$ cat src/rtl/frame_power_pkg.sv
// Shared defaults and width helpers for the frame energy accumulator.
package frame_power_pkg;

    localparam int W_DEF         = 8;
    localparam int FRAME_LEN_DEF = 256;

    // Ceiling log2, returns 0 for v <= 1.
    function automatic int clog2_int(input int v);
        int r;
        r = 0;
        for (int i = 0; i < 31; i++) begin
            if ((32'sd1 <<< i) < v) begin
                r = i + 1;
            end
        end
        return r;
    endfunction

    function automatic int mag_width(input int w);
        return 2 * w + 1;
    endfunction

    function automatic int acc_width(input int w, input int frame_len);
        return mag_width(w) + clog2_int(frame_len);
    endfunction

endpackage

$ cat src/rtl/cmag_sq.sv
// Two-stage magnitude-squared pipeline: P1 registers re^2 and im^2, P2 registers their sum.
module cmag_sq
    import frame_power_pkg::*;
#(
    parameter int W     = W_DEF,
    parameter int MAG_W = mag_width(W)
) (
    input  logic             clk,
    input  logic             rst,
    input  logic             clr,
    input  logic             in_valid,
    input  logic [W-1:0]     in_real,
    input  logic [W-1:0]     in_imag,
    output logic             mag_valid,
    output logic [MAG_W-1:0] mag
);

    logic [2*W-1:0]   re_ext;
    logic [2*W-1:0]   im_ext;
    logic [2*W-1:0]   re2_reg;
    logic [2*W-1:0]   im2_reg;
    logic             p1_valid_reg;
    logic [MAG_W-1:0] mag_reg;
    logic             p2_valid_reg;

    assign re_ext = {{W{1'b0}}, in_real};
    assign im_ext = {{W{1'b0}}, in_imag};

    always_ff @(posedge clk) begin
        if (rst) begin
            re2_reg      <= '0;
            im2_reg      <= '0;
            p1_valid_reg <= 1'b0;
            mag_reg      <= '0;
            p2_valid_reg <= 1'b0;
        end else if (clr) begin
            // Flush in-flight samples; data registers are don't-care once invalid.
            p1_valid_reg <= 1'b0;
            p2_valid_reg <= 1'b0;
        end else begin
            p1_valid_reg <= in_valid;
            p2_valid_reg <= p1_valid_reg;
            if (in_valid) begin
                re2_reg <= re_ext * re_ext;
                im2_reg <= im_ext * im_ext;
            end
            if (p1_valid_reg) begin
                mag_reg <= MAG_W'(re2_reg) + MAG_W'(im2_reg);
            end
        end
    end

    assign mag_valid = p2_valid_reg;
    assign mag       = mag_reg;

endmodule

$ cat src/rtl/frame_power_acc.sv
// Frame energy accumulator with a double-buffered ready/valid result.
// Optional peak-magnitude output enabled by defining FRAME_POWER_PEAK_EN.
module frame_power_acc
    import frame_power_pkg::*;
#(
    parameter int W         = W_DEF,
    parameter int FRAME_LEN = FRAME_LEN_DEF,
    parameter int MAG_W     = mag_width(W),
    parameter int ACC_W     = acc_width(W, FRAME_LEN)
) (
    input  logic             clk,
    input  logic             rst,
    input  logic             in_valid,
    input  logic [W-1:0]     in_real,
    input  logic [W-1:0]     in_imag,
    input  logic             clr,
    input  logic             frame_end,
    output logic [ACC_W-1:0] res_data,
    output logic             res_valid,
    input  logic             res_ready,
    output logic             overrun,
    output logic             sync_err
`ifdef FRAME_POWER_PEAK_EN
    ,
    output logic [MAG_W-1:0] res_peak
`endif
);

    localparam int CNT_W = clog2_int(FRAME_LEN);

    logic             accept;
    logic             is_last;
    logic             mag_valid;
    logic [MAG_W-1:0] mag;
    logic             close;
    logic             load;
    logic [ACC_W-1:0] sum;

    logic [CNT_W-1:0] cnt_reg;
    logic             last_p1_reg;
    logic             last_p2_reg;
    logic [ACC_W-1:0] acc_reg;
    logic [ACC_W-1:0] res_data_reg;
    logic             res_valid_reg;
    logic             overrun_reg;
    logic             sync_err_reg;

    assign accept  = in_valid & ~clr;
    assign is_last = (cnt_reg == CNT_W'(FRAME_LEN - 1));

    cmag_sq #(
        .W     (W),
        .MAG_W (MAG_W)
    ) u_cmag_sq (
        .clk       (clk),
        .rst       (rst),
        .clr       (clr),
        .in_valid  (accept),
        .in_real   (in_real),
        .in_imag   (in_imag),
        .mag_valid (mag_valid),
        .mag       (mag)
    );

    // A close on a clr edge belongs to a discarded sample, so it is suppressed.
    assign close = mag_valid & last_p2_reg & ~clr;
    assign load  = close & (~res_valid_reg | res_ready);
    assign sum   = acc_reg + ACC_W'(mag);

    always_ff @(posedge clk) begin
        if (rst) begin
            cnt_reg     <= '0;
            last_p1_reg <= 1'b0;
            last_p2_reg <= 1'b0;
            acc_reg     <= '0;
        end else if (clr) begin
            cnt_reg     <= '0;
            last_p1_reg <= 1'b0;
            last_p2_reg <= 1'b0;
            acc_reg     <= '0;
        end else begin
            last_p1_reg <= accept & is_last;
            last_p2_reg <= last_p1_reg;
            if (accept) begin
                cnt_reg <= cnt_reg + 1'b1;
            end
            if (close) begin
                acc_reg <= '0;
            end else if (mag_valid) begin
                acc_reg <= sum;
            end
        end
    end

    always_ff @(posedge clk) begin
        if (rst) begin
            res_data_reg  <= '0;
            res_valid_reg <= 1'b0;
            overrun_reg   <= 1'b0;
            sync_err_reg  <= 1'b0;
        end else begin
            if (load) begin
                res_data_reg  <= sum;
                res_valid_reg <= 1'b1;
            end else if (close) begin
                overrun_reg <= 1'b1;
            end else if (res_valid_reg && res_ready) begin
                res_valid_reg <= 1'b0;
            end
            if (accept && frame_end && !is_last) begin
                sync_err_reg <= 1'b1;
            end
        end
    end

`ifdef FRAME_POWER_PEAK_EN
    logic [MAG_W-1:0] peak_reg;
    logic [MAG_W-1:0] peak_next;
    logic [MAG_W-1:0] res_peak_reg;

    assign peak_next = (mag > peak_reg) ? mag : peak_reg;

    always_ff @(posedge clk) begin
        if (rst) begin
            peak_reg     <= '0;
            res_peak_reg <= '0;
        end else begin
            if (clr || close) begin
                peak_reg <= '0;
            end else if (mag_valid) begin
                peak_reg <= peak_next;
            end
            if (load) begin
                res_peak_reg <= peak_next;
            end
        end
    end

    assign res_peak = res_peak_reg;
`endif

    assign res_data  = res_data_reg;
    assign res_valid = res_valid_reg;
    assign overrun   = overrun_reg;
    assign sync_err  = sync_err_reg;

endmodule

$ cat config.mk
export PLATFORM = sky130hd
export DESIGN_NAME = frame_power_acc
export DESIGN_NICKNAME = d
export VERILOG_FILES = /design/src/rtl/frame_power_pkg.sv /design/src/rtl/cmag_sq.sv /design/src/rtl/frame_power_acc.sv
export SDC_FILE = /design/constraint.sdc
export NUM_CORES = 1
export LEC_CHECK = 0
export CORE_ASPECT_RATIO = 1.4
export CORE_MARGIN = 2
export CORE_UTILIZATION = 38
export DETAILED_ROUTE_END_ITERATION = 16
export MAX_ROUTING_LAYER = met4
export PLACE_DENSITY_LB_ADDON = 0.3
export SLEW_MARGIN = 20
export SYNTH_ARGS = -nofsm -noshare
export SYNTH_HDL_FRONTEND = slang
export SYNTH_SLANG_ARGS = --single-unit
export TNS_END_PERCENT = 1
$ cat constraint.sdc
create_clock -name clk -period 8 [get_ports clk]
set_clock_uncertainty 0.2 [all_clocks]
set_input_delay 2.4 -clock clk [delete_from_list [all_inputs] [get_ports clk]]
set_output_delay 2.4 -clock clk [all_outputs]
set_load 0.05 [all_outputs]
**After elaboration in Yosys (flattened, before gate mapping)**

Index checks and enable logic that the tools add are counted.

- Bits in registers: 114
- Bits of input ports: 22
- Output and inout port bits: 28
- Logic and storage cells: 43

- Add/sub/neg operators: 3
- Multiply operators: 2
- Equality and inequality tests: 2
- Multiplexer cells: 3
- Bitwise gates (word level): 9
- Reduce and logical (&&, ||, !) cells: 11

Operators with widths:

| cell | number |
|---|---|
| $mul A8 B8 Y16 | 2 |
| $add A25 B17 Y25 | 1 |
| $add A16 B16 Y17 | 1 |
| $add A8 B1 Y8 const B | 1 |
| $eq A8 B8 Y1 const B | 1 |
| $reduce_and A2 Y1 | 4 |
| $and A1 B1 Y1 | 5 |
| $logic_and A1 B1 Y1 | 3 |
| $mux W1 | 3 |
| $not A1 Y1 | 3 |
| $reduce_or A3 Y1 | 1 |
| $ne A2 B1 Y1 const B | 1 |
| $reduce_bool A2 Y1 | 1 |
| $reduce_or A2 Y1 | 1 |
| $logic_not A1 Y1 | 1 |
| $or A1 B1 Y1 | 1 |

**Depth between registers and ports, before layout**

Gate-level depths: netlist (run 1).

- Depth in word-level cells: 5
- Gate-level depth with buffers: 19
- Gate-level depth less buffers: 18

**Cells and area by module**

From an unflattened synthesis (run 1), not the netlist that was laid out.

- Cells, all modules: 1115
- Area, all modules: 9328.9 um^2

By module, submodules not included:

| module | times used | cells each | area an instance (um^2) | sequential area each (um^2) |
|---|---|---|---|---|
| cmag_sq | 1 | 681 | 5730.5 | 980.9 |
| frame_power_acc | 1 | 434 | 3598.5 | 1261.2 |

**Worst setup path before layout (run 1)**

OpenSTA, ideal clock, no wires.

- Kind: input port to flip-flop
- From: input in_imag[5]
- To: register u_cmag_sq.im2_reg[14]
- Library setup time: 117 ps
- Arrival: 6322 ps
- Data required time: 7683 ps
- Slack: 1361 ps
- Stages on the path: 16
- Path buffers: 1
- Cells stage by stage: clkbuf_1 inv_1 nor2_1 fa_1 fa_1 inv_1 fa_1 fa_1 inv_1 ha_1 inv_1 o31ai_1 a21oi_1 a211oi_1 mux2i_1 nand2_1

- Cells in the longest elaborated chain, start to end: 1

RTL lines:

| what | line | text |
|---|---|---|
| from (decl) | frame_power_acc.sv:15 | `input logic [W-1:0] in_imag,` |
| $mul A8 B8 Y16 | cmag_sq.sv:45 | `im2_reg <= im_ext * im_ext;` |
| to (signal assigned) | cmag_sq.sv:45 |  |
| to (decl) | cmag_sq.sv:21 | `logic [2*W-1:0] im2_reg;` |

Every way passes these cells.
A chain may end at the register's enable or synchronous reset.

**Final worst setup path (run 1)**

- From: input in_real[2]
- To: register u_cmag_sq.re2_reg[15]

- Cells in the longest elaborated chain, start to end: 1

RTL lines:

| what | line | text |
|---|---|---|
| from (decl) | frame_power_acc.sv:14 | `input logic [W-1:0] in_real,` |
| $mul A8 B8 Y16 | cmag_sq.sv:44 | `re2_reg <= re_ext * re_ext;` |
| to (signal assigned) | cmag_sq.sv:44 |  |
| to (decl) | cmag_sq.sv:20 | `logic [2*W-1:0] re2_reg;` |

Every way passes these cells.

==> flow_summary.json, run 1 <==
{
  "status": "finished clean",
  "netSwitchingPower_mw": 0.635,
  "worst_r2r_path_depth": 11,
  "floorplan.rows": 66,
  "tritoncts_num_sinks": 112,
  "layout_worst_path_cycle_share_pct": 87.9,
  "p_seq_share_pct": 33.9,
  "floorplan.die_area_um2": 24500,
  "worstHoldEndpoint": "last_p2_reg$_SDFF_PP0_",
  "synthDominantCellAreaShare_pct": 25.3,
  "sw_share_pct": 35.4,
  "cellPowerDensity_nw_per_um2": 183,
  "synth.most_common_cell": "nand2_1",
  "critical_path.reg2reg.startpoint": "acc_reg[0]$_SDFFE_PP0P_",
  "worst_ep_arrival_time_ns": 7.07,
  "hp-start": "last_p1_reg$_SDFF_PP0_",
  "relSlewSlack_pct": 34.7,
  "p_leak_nw": 4.31,
  "crit_path_class": "in -> reg",
  "p_total_mw": 1.80,
  "final_report_max_slew_violation_count": 0,
  "min_path_cells": 1,
  "syn-mean-instance-area_um2": 8.27,
  "worstSetupStartpoint": "in_real[2]",
  "synth_enable_flop_cells": 0,
  "worst_ep_required_time_ns": 8.03,
  "endpoint_kind": "flip-flop",
  "cts_made_buffers": 9,
  "logic_gate_share_of_total_power_pct": 41.0,
  "largest_net_degree_at_the_start_of_global_routing": 42,
  "clock-root-buffer": "clkbuf_16",
  "final_antenna_net_count": 0,
  "hold_slack_ns": 0.227,
  "postRouteWirelength_mm": 18.5,
  "post-route-drc-count": 0,
  "synth.area.top_cells": "dfxtp_1, ha_1, fa_1, nand2_1, a21oi_1",
  "synthesis.nets": 1233,
  "mappedNetlistArea_um2": 8850,
  "setup.reg_to_reg.worst_slack_ns": 4.94,
  "synth_cell_types": 60,
  "io_buffers": 49,
  "area_delta_synth_final_pct": 11.1,
  "fin_crit_ns": 7.03,
  "cts_setup_buffers": 0,
  "fillers": 2332,
  "drv_cap": 0,
  "count_of_vias_placed_by_the_detailed_router": 6949,
  "cell_internal_pwr_mw": 1.16,
  "netlist_instances": 1070,
  "finalCoreUtilization_pct": 42.7,
  "timing.hold.worst.class": "reg -> reg",
  "first_global_vias": 6880,
  "post_drt_via_cell_ratio": 4.96,
  "detailed_place_hpwl_mm": 14.5,
  "worst_r2r_endpoint": "acc_reg[18]$_SDFFE_PP0P_",
  "share_clk_of_total_power_pct": 25.1,
  "htreeDepth": 3,
  "clock_tree.buffer_depth": 2,
  "io_pins": 50,
  "final.setup.tns_ns": 0,
  "die_h_um": 185,
  "fmax_ghz": 0.142,
  "async_flop_share_pct": 0,
  "crit_fanout": 9,
  "clkSlewWorstSetupHoldPaths_ns": 0.07,
  "routabilityCongestion": 0.866,
  "drt_pass1_iterations": 5,
  "synth_seq_area_share_pct": 25.3,
  "synthesis.yosys.warnings": 0,
  "cts_hold_buffers": 0,
  "crit_path_start_kind": "input port",
  "worst-slew-pin-transition_ns": 0.976,
  "ir_drop_mv": 0.0909,
  "postSynthRegisterBits": 112,
  "design_area_um2": 9840,
  "core_um2": 23000,
  "cts-resized-gates": 0,
  "post_dp_cell_area_um2": 9550,
  "cts_tree": "built",
  "worst_skew_pair.late_latency_ns": 0.35,
  "antennaDiodeCount": 0,
  "routed_wire_length_per_instance_um": 13.2,
  "setup_violations": 0,
  "die_w_um": 133,
  "grt_remaining_overflow": 0,
  "grt_first_pass_wirelength_mm": 31.6,
  "gr-usage-all-layers_pct": 16.0,
  "design.final.nets": 1254,
  "detailedRoute.firstIterationViolations": 350,
  "final-hold-violation-count": 0,
  "synth_top_flop_cell": "dfxtp_1",
  "grt_setup_unrepaired": "false",
  "drive_above_1_share_pct": 3.84,
  "synth_top_area_cell": "dfxtp_1",
  "post_synth_most_frequent_cells": "nand2_1, dfxtp_1, inv_1",
  "initial_core_util_pct": 38.4,
  "antenna_violations_before_repair": 0
}
-- worst max-delay path, cell delays in order --
cell and delay, ns:
clkdlybuf4s50_1 0.68, and2_1 0.20, ha_1 0.14, inv_1 0.07, fa_1 0.49, inv_1 0.05
ha_1 0.26, inv_1 0.05, fa_1 0.50, inv_1 0.07, fa_1 0.46, a21o_1 0.18
a21oi_1 0.20, o21ai_0 0.15, a31oi_1 0.28, o21ai_0 0.14, o41ai_1 0.35, a2111oi_0 0.11
a311o_1 0.29
-- per-stage QoR --
stage	instances	setup slack (ns)
after floorplan	1070	1.36
after CTS	1401	0.943
after detailed placement	1386	0.573
final	1401	0.966
after global routing	1401	0.599
after global placement	1386	0.676
-- metal layers --
layer  wire (µm)  GRT usage [%]
met1        8120           17.8
met2        9710           30.0
met3         293           1.62
met4         333           4.86
met5           0              -
-- worst max-delay path by stage --
stage	endpoint	depth (start not counted)
floorplan	u_cmag_sq.im2_reg[14]$_SDFFE_PP0P_	16
global route	u_cmag_sq.im2_reg[14]$_SDFFE_PP0P_	16
CTS	u_cmag_sq.re2_reg[15]$_SDFFE_PP0P_	19
finish	u_cmag_sq.re2_reg[15]$_SDFFE_PP0P_	19
detailed placement	u_cmag_sq.re2_reg[15]$_SDFFE_PP0P_	19
global placement	u_cmag_sq.re2_reg[15]$_SDFFE_PP0P_	19
-- power groups by stage --
stage               clock network, mW  registers [mW]  logic (mW)
floorplan                           0           0.613       0.603
CTS                             0.462           0.609       0.753
global route                    0.486           0.612       0.866
detailed placement                  0           0.622       0.747
finish                          0.450           0.609       0.737
global placement                    0           0.621       0.734
-- kinds of logic (layout without fill, tap and decap cells) --
family                   after synthesis  in the layout  share of synthesized area, %
AND/OR/NAND/NOR                      370            370                          19.7
buffers and inverters                148            173                          6.84
adder cells (fa/ha/maj)              141            141                          24.1
flip-flops                           112            112                          25.3
multiplexers                          17             17                          1.92
AO/OA/AOI/OAI                        224            224                          16.4
XOR/XNOR                              58             58                          5.74
-- layout make-up --
class | instances | area (µm²) | area share [%]
clock buffers | 11 | 243 | 2.47
clock inverters | 4 | 45.0 | 0.458
inverters | 104 | 390 | 3.97
multi-input cells | 810 | 6010 | 61.1
flip-flops and latches | 112 | 2240 | 22.8
well taps | 306 | 383 | 3.89
repair buffers | 54 | 523 | 5.32
-- layout by cell type, fill, tap and decap left out, types with 9 or more instances in the layout --
cell,netlist,final
o21a_1,9,9
o21ai_0,36,36
nand3_1,28,28
mux2i_1,17,17
xnor2_1,39,39
clkbuf_16,0,9
and2_1,46,46
nor2_1,73,73
dfxtp_1,112,112
nand2_1,143,143
a21oi_1,92,92
ha_1,92,92
and3_1,18,18
a21o_1,21,21
fa_1,49,49
xor2_1,19,19
inv_1,104,104
nor3_1,20,19
a211oi_1,18,18
clkdlybuf4s50_1,0,48
Note: power is estimated with default switching activity, not from simulation.
==> run 2, diff against run 1 <==
--- a/config.mk
+++ b/config.mk
@@ -6,8 +6,7 @@
 export NUM_CORES = 1
 export LEC_CHECK = 0
 export CORE_ASPECT_RATIO = 1.4
-export CORE_MARGIN = 2
-export CORE_UTILIZATION = 38
+export CORE_UTILIZATION = 55
 export DETAILED_ROUTE_END_ITERATION = 16
 export MAX_ROUTING_LAYER = met4
 export PLACE_DENSITY_LB_ADDON = 0.3
==> flow_summary.json, run 2 (synthesized netlist as in run 1, its figures left out) <==
{
  "status": "finished clean",
  "drt_pass1_iterations": 5,
  "cts_setup_buffers": 0,
  "largest_net_degree_at_the_start_of_global_routing": 75,
  "gr-usage-met3_pct": 2.32,
  "gr-usage-all-layers_pct": 23.1,
  "cp_slowest_stage_delay_ns": 0.66,
  "critical_path.reg2reg.startpoint": "acc_reg[0]$_SDFFE_PP0P_",
  "dpl_worst_slack_ns": 0.578,
  "worst_r2r_endpoint": "acc_reg[18]$_SDFFE_PP0P_",
  "drv_cap": 0,
  "worst_ep_required_time_ns": 8.04,
  "antenna_violations_before_repair": 0,
  "worst_skew_pair.late_latency_ns": 0.36,
  "grt_remaining_overflow": 0,
  "count_of_vias_placed_by_the_detailed_router": 7093,
  "fmax_ghz": 0.141,
  "area_delta_synth_final_pct": 9.77,
  "final_report_max_slew_violation_count": 0,
  "htreeDepth": 3,
  "clkSlewWorstSetupHoldPaths_ns": 0.08,
  "tritoncts_num_sinks": 112,
  "postRouteWirelength_mm": 17.6,
  "cts_made_buffers": 9,
  "fin_crit_ns": 7.07,
  "worstHoldEndpoint": "res_data[17]$_SDFFE_PP0P_",
  "antennaDiodeCount": 0,
  "design.final.nets": 1254,
  "post-route-drc-count": 0,
  "layout.cells.most_common": "nand2_1",
  "fillers": 1409,
  "cts-resized-gates": 0,
  "final.setup.tns_ns": 0,
  "place_inst": 1276,
  "highest_count_cells_in_the_layout_ignoring_fill_and_taps": "nand2_1, dfxtp_1, inv_1",
  "path_cells": "clkdlybuf4s50_1 -> and2_1 -> ha_1 -> inv_1 -> fa_1 -> inv_1 -> ha_1 -> inv_1 -> fa_1 -> inv_1 -> fa_1 -> a21o_1 -> a21oi_1 -> o21ai_0 -> a31oi_1 -> o21ai_0 -> o41ai_1 -> a2111oi_0 -> a311o_1",
  "worst-slew-pin-transition_ns": 0.974,
  "cts_tree": "built",
  "stdcell_count": 1292,
  "die_h_um": 152,
  "fin_ws_ns": 0.931,
  "crit_fanout": 11,
  "crit_path_class": "in -> reg",
  "critical_path.slowest_cell": "clkdlybuf4s50_1",
  "io_buffers": 49,
  "final-hold-violation-count": 0,
  "detailedRoute.firstIterationViolations": 265,
  "grt_setup_unrepaired": "false",
  "endpoint_kind": "flip-flop",
  "final_antenna_net_count": 0,
  "setup.reg_to_reg.worst_slack_ns": 4.98,
  "p_leak_nw": 4.31,
  "grt.met2_usage_pct": 40.7,
  "worst_ep_arrival_time_ns": 7.11,
  "cellPowerDensity_nw_per_um2": 187,
  "drive_above_1_share_pct": 4.01,
  "post_drt_via_cell_ratio": 5.49,
  "io_pins": 50,
  "hold_slack_ns": 0.251,
  "floorplan.rows": 54,
  "worst_r2r_path_depth": 11,
  "die_w_um": 109,
  "clock-root-buffer": "clkbuf_16",
  "floorplan.die_area_um2": 16600,
  "crit_path_start_kind": "input port",
  "min_path_cells": 2,
  "clock_tree.buffer_depth": 2,
  "cp_most_frequent_cell": "inv_1",
  "hp-start": "res_data[17]$_SDFFE_PP0P_",
  "core_um2": 15700,
  "routed_wire_length_per_instance_um": 13.6,
  "met1_usage_pct": 26.3,
  "grt_most_used_layer": "met2",
  "timing.hold.worst.class": "reg -> reg",
  "detailed_place_hpwl_mm": 13.5,
  "ir_drop_mv": 0.162,
  "first_global_vias": 6869,
  "setup_violations": 0,
  "cts_hold_buffers": 0,
  "grt_first_pass_wirelength_mm": 30.3,
  "relSlewSlack_pct": 34.9,
  "layout_worst_path_cycle_share_pct": 88.4,
  "routabilityCongestion": 0.861,
  "initial_core_util_pct": 56.5
}
-- run 2: changes by cell type in the layout (fill, tap and decap cells not counted), sizes merged --
cell | before | now
clkbuf | 11 | 9
clkinvlp | 0 | 2
inv | 104 | 106
clkinv | 3 | 2
-- run 2: through the flow --
| stage | total power [mW] | cell area, µm² | utilization (%) |
|---|---|---|---|
| floorplan | 1.22 | 8850 | - |
| global placement | 1.34 | 9410 | 60.0 |
| detailed placement | 1.36 | 9410 | 60.0 |
| CTS | 1.83 | 9720 | 62.0 |
| global route | 1.96 | 9720 | 62.0 |
| finish | 1.81 | 9720 | 62.0 |
-- run 2: layout make-up --
cell class	instances	area, µm²	area share (%)
Multi-Input combinational cell	810	6010	61.9
Sequential cell	112	2240	23.1
Timing Repair Buffer	54	523	5.38
Inverter	104	390	4.02
Tap cell	196	245	2.52
Clock buffer	9	225	2.32
Clock inverter	7	78.8	0.811
-- run 2: worst max-delay path, delay by kind of cell --
kind | cells | cell delay [ns]
adders and majority gates | 5 | 1.85
AOI/OAI and AO/OA | 8 | 1.76
buffers and inverters | 5 | 0.89
and+or+nand+nor | 1 | 0.21
-- run 2: how the worst max path moves through the flow --
stage	depth (start not counted)	start	end	slack, ns
final	19	in_real[1]	u_cmag_sq.re2_reg[15]$_SDFFE_PP0P_	0.93
after global routing	19	in_real[1]	u_cmag_sq.re2_reg[15]$_SDFFE_PP0P_	0.53
after CTS	19	in_real[1]	u_cmag_sq.re2_reg[15]$_SDFFE_PP0P_	0.93
after detailed placement	19	in_real[1]	u_cmag_sq.re2_reg[15]$_SDFFE_PP0P_	0.58
after global placement	19	in_real[2]	u_cmag_sq.re2_reg[15]$_SDFFE_PP0P_	0.73
after floorplan	16	in_imag[5]	u_cmag_sq.im2_reg[14]$_SDFFE_PP0P_	1.36
-- run 2: layer usage --
layer,part of all wire [%],up-vias
li1,-,3654
met1,44,3330
met2,51,89
met3,2.0,20
met4,2.9,0
met5,0,-
-- run 2: power breakdown --
part           switching, mW  internal [mW]  total, mW  leakage (nW)
logic                  0.416          0.325      0.741          3.26
registers             0.0206          0.587      0.608         0.906
clock network          0.219          0.246      0.465         0.144
==> run 3, diff against run 2 <==
--- a/config.mk
+++ b/config.mk
@@ -9,7 +9,7 @@
 export CORE_UTILIZATION = 55
 export DETAILED_ROUTE_END_ITERATION = 16
 export MAX_ROUTING_LAYER = met4
-export PLACE_DENSITY_LB_ADDON = 0.3
+export PLACE_DENSITY_LB_ADDON = 0.15
 export SLEW_MARGIN = 20
 export SYNTH_ARGS = -nofsm -noshare
 export SYNTH_HDL_FRONTEND = slang
==> flow_summary.json, run 3 (synthesized netlist as in run 1, its figures left out) <==
{
  "largest_net_degree_at_the_start_of_global_routing": 62,
  "final.setup.tns_ns": 0,
  "first_global_vias": 6762,
  "antenna_violations_before_repair": 0,
  "post_drt_via_cell_ratio": 5.40,
  "critical_path.slowest_cell": "clkdlybuf4s50_1",
  "crit_path_class": "in -> reg",
  "critical_path_buf_inv_count": 3,
  "initial_core_util_pct": 56.5,
  "worst_skew_pair.late_latency_ns": 0.35,
  "gr-usage-all-layers_pct": 23.1,
  "fillers": 1460,
  "htreeDepth": 3,
  "fmax_ghz": 0.143,
  "worst-slew-pin-transition_ns": 0.988,
  "fin_crit_ns": 7.00,
  "layout_worst_path_cycle_share_pct": 87.5,
  "grt_setup_unrepaired": "false",
  "ir_drop_mv": 0.114,
  "core_um2": 15700,
  "io_pins": 50,
  "cp_most_frequent_cell": "fa_1",
  "postRouteWirelength_mm": 17.7,
  "floorplan.rows": 54,
  "routed_wire_length_per_instance_um": 13.7,
  "grt_first_pass_wirelength_mm": 30.3,
  "logic_gate_share_of_total_power_pct": 41.2,
  "multi_input_comb_area_um2": 6010,
  "io_buffers": 49,
  "floorplan.die_area_um2": 16600,
  "area_delta_synth_final_pct": 9.47,
  "cts-resized-gates": 0,
  "crit_fanout": 9,
  "timing.hold.worst.class": "reg -> reg",
  "tritoncts_num_sinks": 112,
  "place_inst": 1276,
  "setup_violations": 0,
  "design.final.nets": 1254,
  "antennaDiodeCount": 0,
  "stdcell_count": 1292,
  "worst_ep_required_time_ns": 8.04,
  "die_w_um": 109,
  "share_clk_of_total_power_pct": 24.4,
  "grt_remaining_overflow": 0,
  "drive_above_1_share_pct": 4.01,
  "drt_pass1_iterations": 4,
  "post-route-drc-count": 0,
  "p_seq_share_pct": 34.4,
  "final_antenna_net_count": 0,
  "layout.cells.most_common": "nand2_1",
  "cts_hold_buffers": 0,
  "final-hold-violation-count": 0,
  "status": "finished clean",
  "relSlewSlack_pct": 34.0,
  "highest_count_cells_in_the_layout_ignoring_fill_and_taps": "nand2_1, dfxtp_1, inv_1",
  "p_leak_nw": 4.30,
  "drv_cap": 0,
  "cts_made_buffers": 9,
  "cell_internal_pwr_mw": 1.13,
  "clkSlewWorstSetupHoldPaths_ns": 0.08,
  "sw_share_pct": 36.5,
  "cellPowerDensity_nw_per_um2": 183,
  "final-seq-area_um2": 2240,
  "cpLargestDelayFamily": "adder cells",
  "endpoint_kind": "flip-flop",
  "final_report_max_slew_violation_count": 0,
  "worst_ep_arrival_time_ns": 7.04,
  "clock-root-buffer": "clkbuf_16",
  "clock_tree.buffer_depth": 2,
  "cp_slowest_stage_delay_ns": 0.55,
  "cts_setup_buffers": 0,
  "cts_tree": "built",
  "detailed_place_hpwl_mm": 13.7,
  "detailedRoute.firstIterationViolations": 270,
  "count_of_vias_placed_by_the_detailed_router": 6978,
  "netSwitchingPower_mw": 0.646,
  "path_cells": "clkdlybuf4s50_1 -> and2_1 -> fa_1 -> fa_1 -> ha_1 -> inv_1 -> fa_1 -> inv_1 -> ha_1 -> a21o_1 -> a21oi_1 -> o21ai_0 -> a31oi_1 -> o21ai_0 -> o41ai_1 -> a2111oi_0 -> a311o_1",
  "crit_path_start_kind": "input port",
  "die_h_um": 152,
  "routabilityCongestion": 0.881
}
==> run 3: cell count changes in the layout (fill, tap and decap cells not counted) <==
| cell | change |
|---|---|
| inv_8 | -1 |
| clkinvlp_4 | -1 |
| bufinv_16 | -1 |
| clkinv_2 | +1 |
| inv_6 | +2 |
==> run 3: worst reg2reg max path, cell delays in order (launching register included) <==
cell and delay, ns:
dfxtp_1 0.34, ha_1 0.20, inv_1 0.06, fa_1 0.43, nor2b_4 0.14, o31a_1 0.23, o31ai_4 0.10, a211oi_4 0.30
o311a_4 0.30, o2111ai_4 0.13, a2111oi_1 0.39, o31a_1 0.17
==> run 3: cell type report <==
class	instances	area share, %
Tap cell	196	2.53
Multi-Input combinational cell	810	62.0
Clock inverter	7	0.542
Clock buffer	9	2.32
Sequential cell	112	23.1
Timing Repair Buffer	54	5.40
Inverter	104	4.03
==> run 3: power by group through the flow <==
stage | Sequential (mW) | Combinational (mW) | Clock (mW)
floorplan | 0.613 | 0.603 | 0
global placement | 0.621 | 0.722 | 0
detailed placement | 0.622 | 0.734 | 0
CTS | 0.609 | 0.741 | 0.437
global route | 0.612 | 0.852 | 0.464
finish | 0.609 | 0.730 | 0.433
==> run 3: final timing paths <==
path	start	end	slack [ns]	cells after the start
min	last_p1_reg$_SDFF_PP0_	last_p2_reg$_SDFF_PP0_	0.25	1
max	in_real[4]	u_cmag_sq.re2_reg[15]$_SDFFE_PP0P_	1.0	17
min reg2reg	last_p1_reg$_SDFF_PP0_	last_p2_reg$_SDFF_PP0_	0.25	1
max reg2reg	u_cmag_sq.mag[0]$_SDFFE_PP0P_	acc_reg[18]$_SDFFE_PP0P_	4.94	11
==> run 3: per-layer routing <==
metal  track usage [%]  share of wire, %
met5                 -                 0
met4              5.90               1.5
met3              2.45               1.2
met2              41.5                53
met1              26.9                45
==> run 3: stage by stage <==
step / setup slack, ns / power, mW / util (%) / hold WS (ns) / instance area (µm²)
5_1_grt: 0.690 / 1.93 / 61.8 / 0.276 / 9690
3_5_place_dp: 0.626 / 1.36 / 60.0 / 0.220 / 9410
6_report: 1.00 / 1.77 / 61.8 / 0.247 / 9690
4_1_cts: 0.994 / 1.79 / 61.8 / 0.252 / 9690
2_1_floorplan: 1.36 / 1.22 / - / 0.206 / 8850
3_3_place_gp: 0.722 / 1.34 / 60.0 / 0.219 / 9410
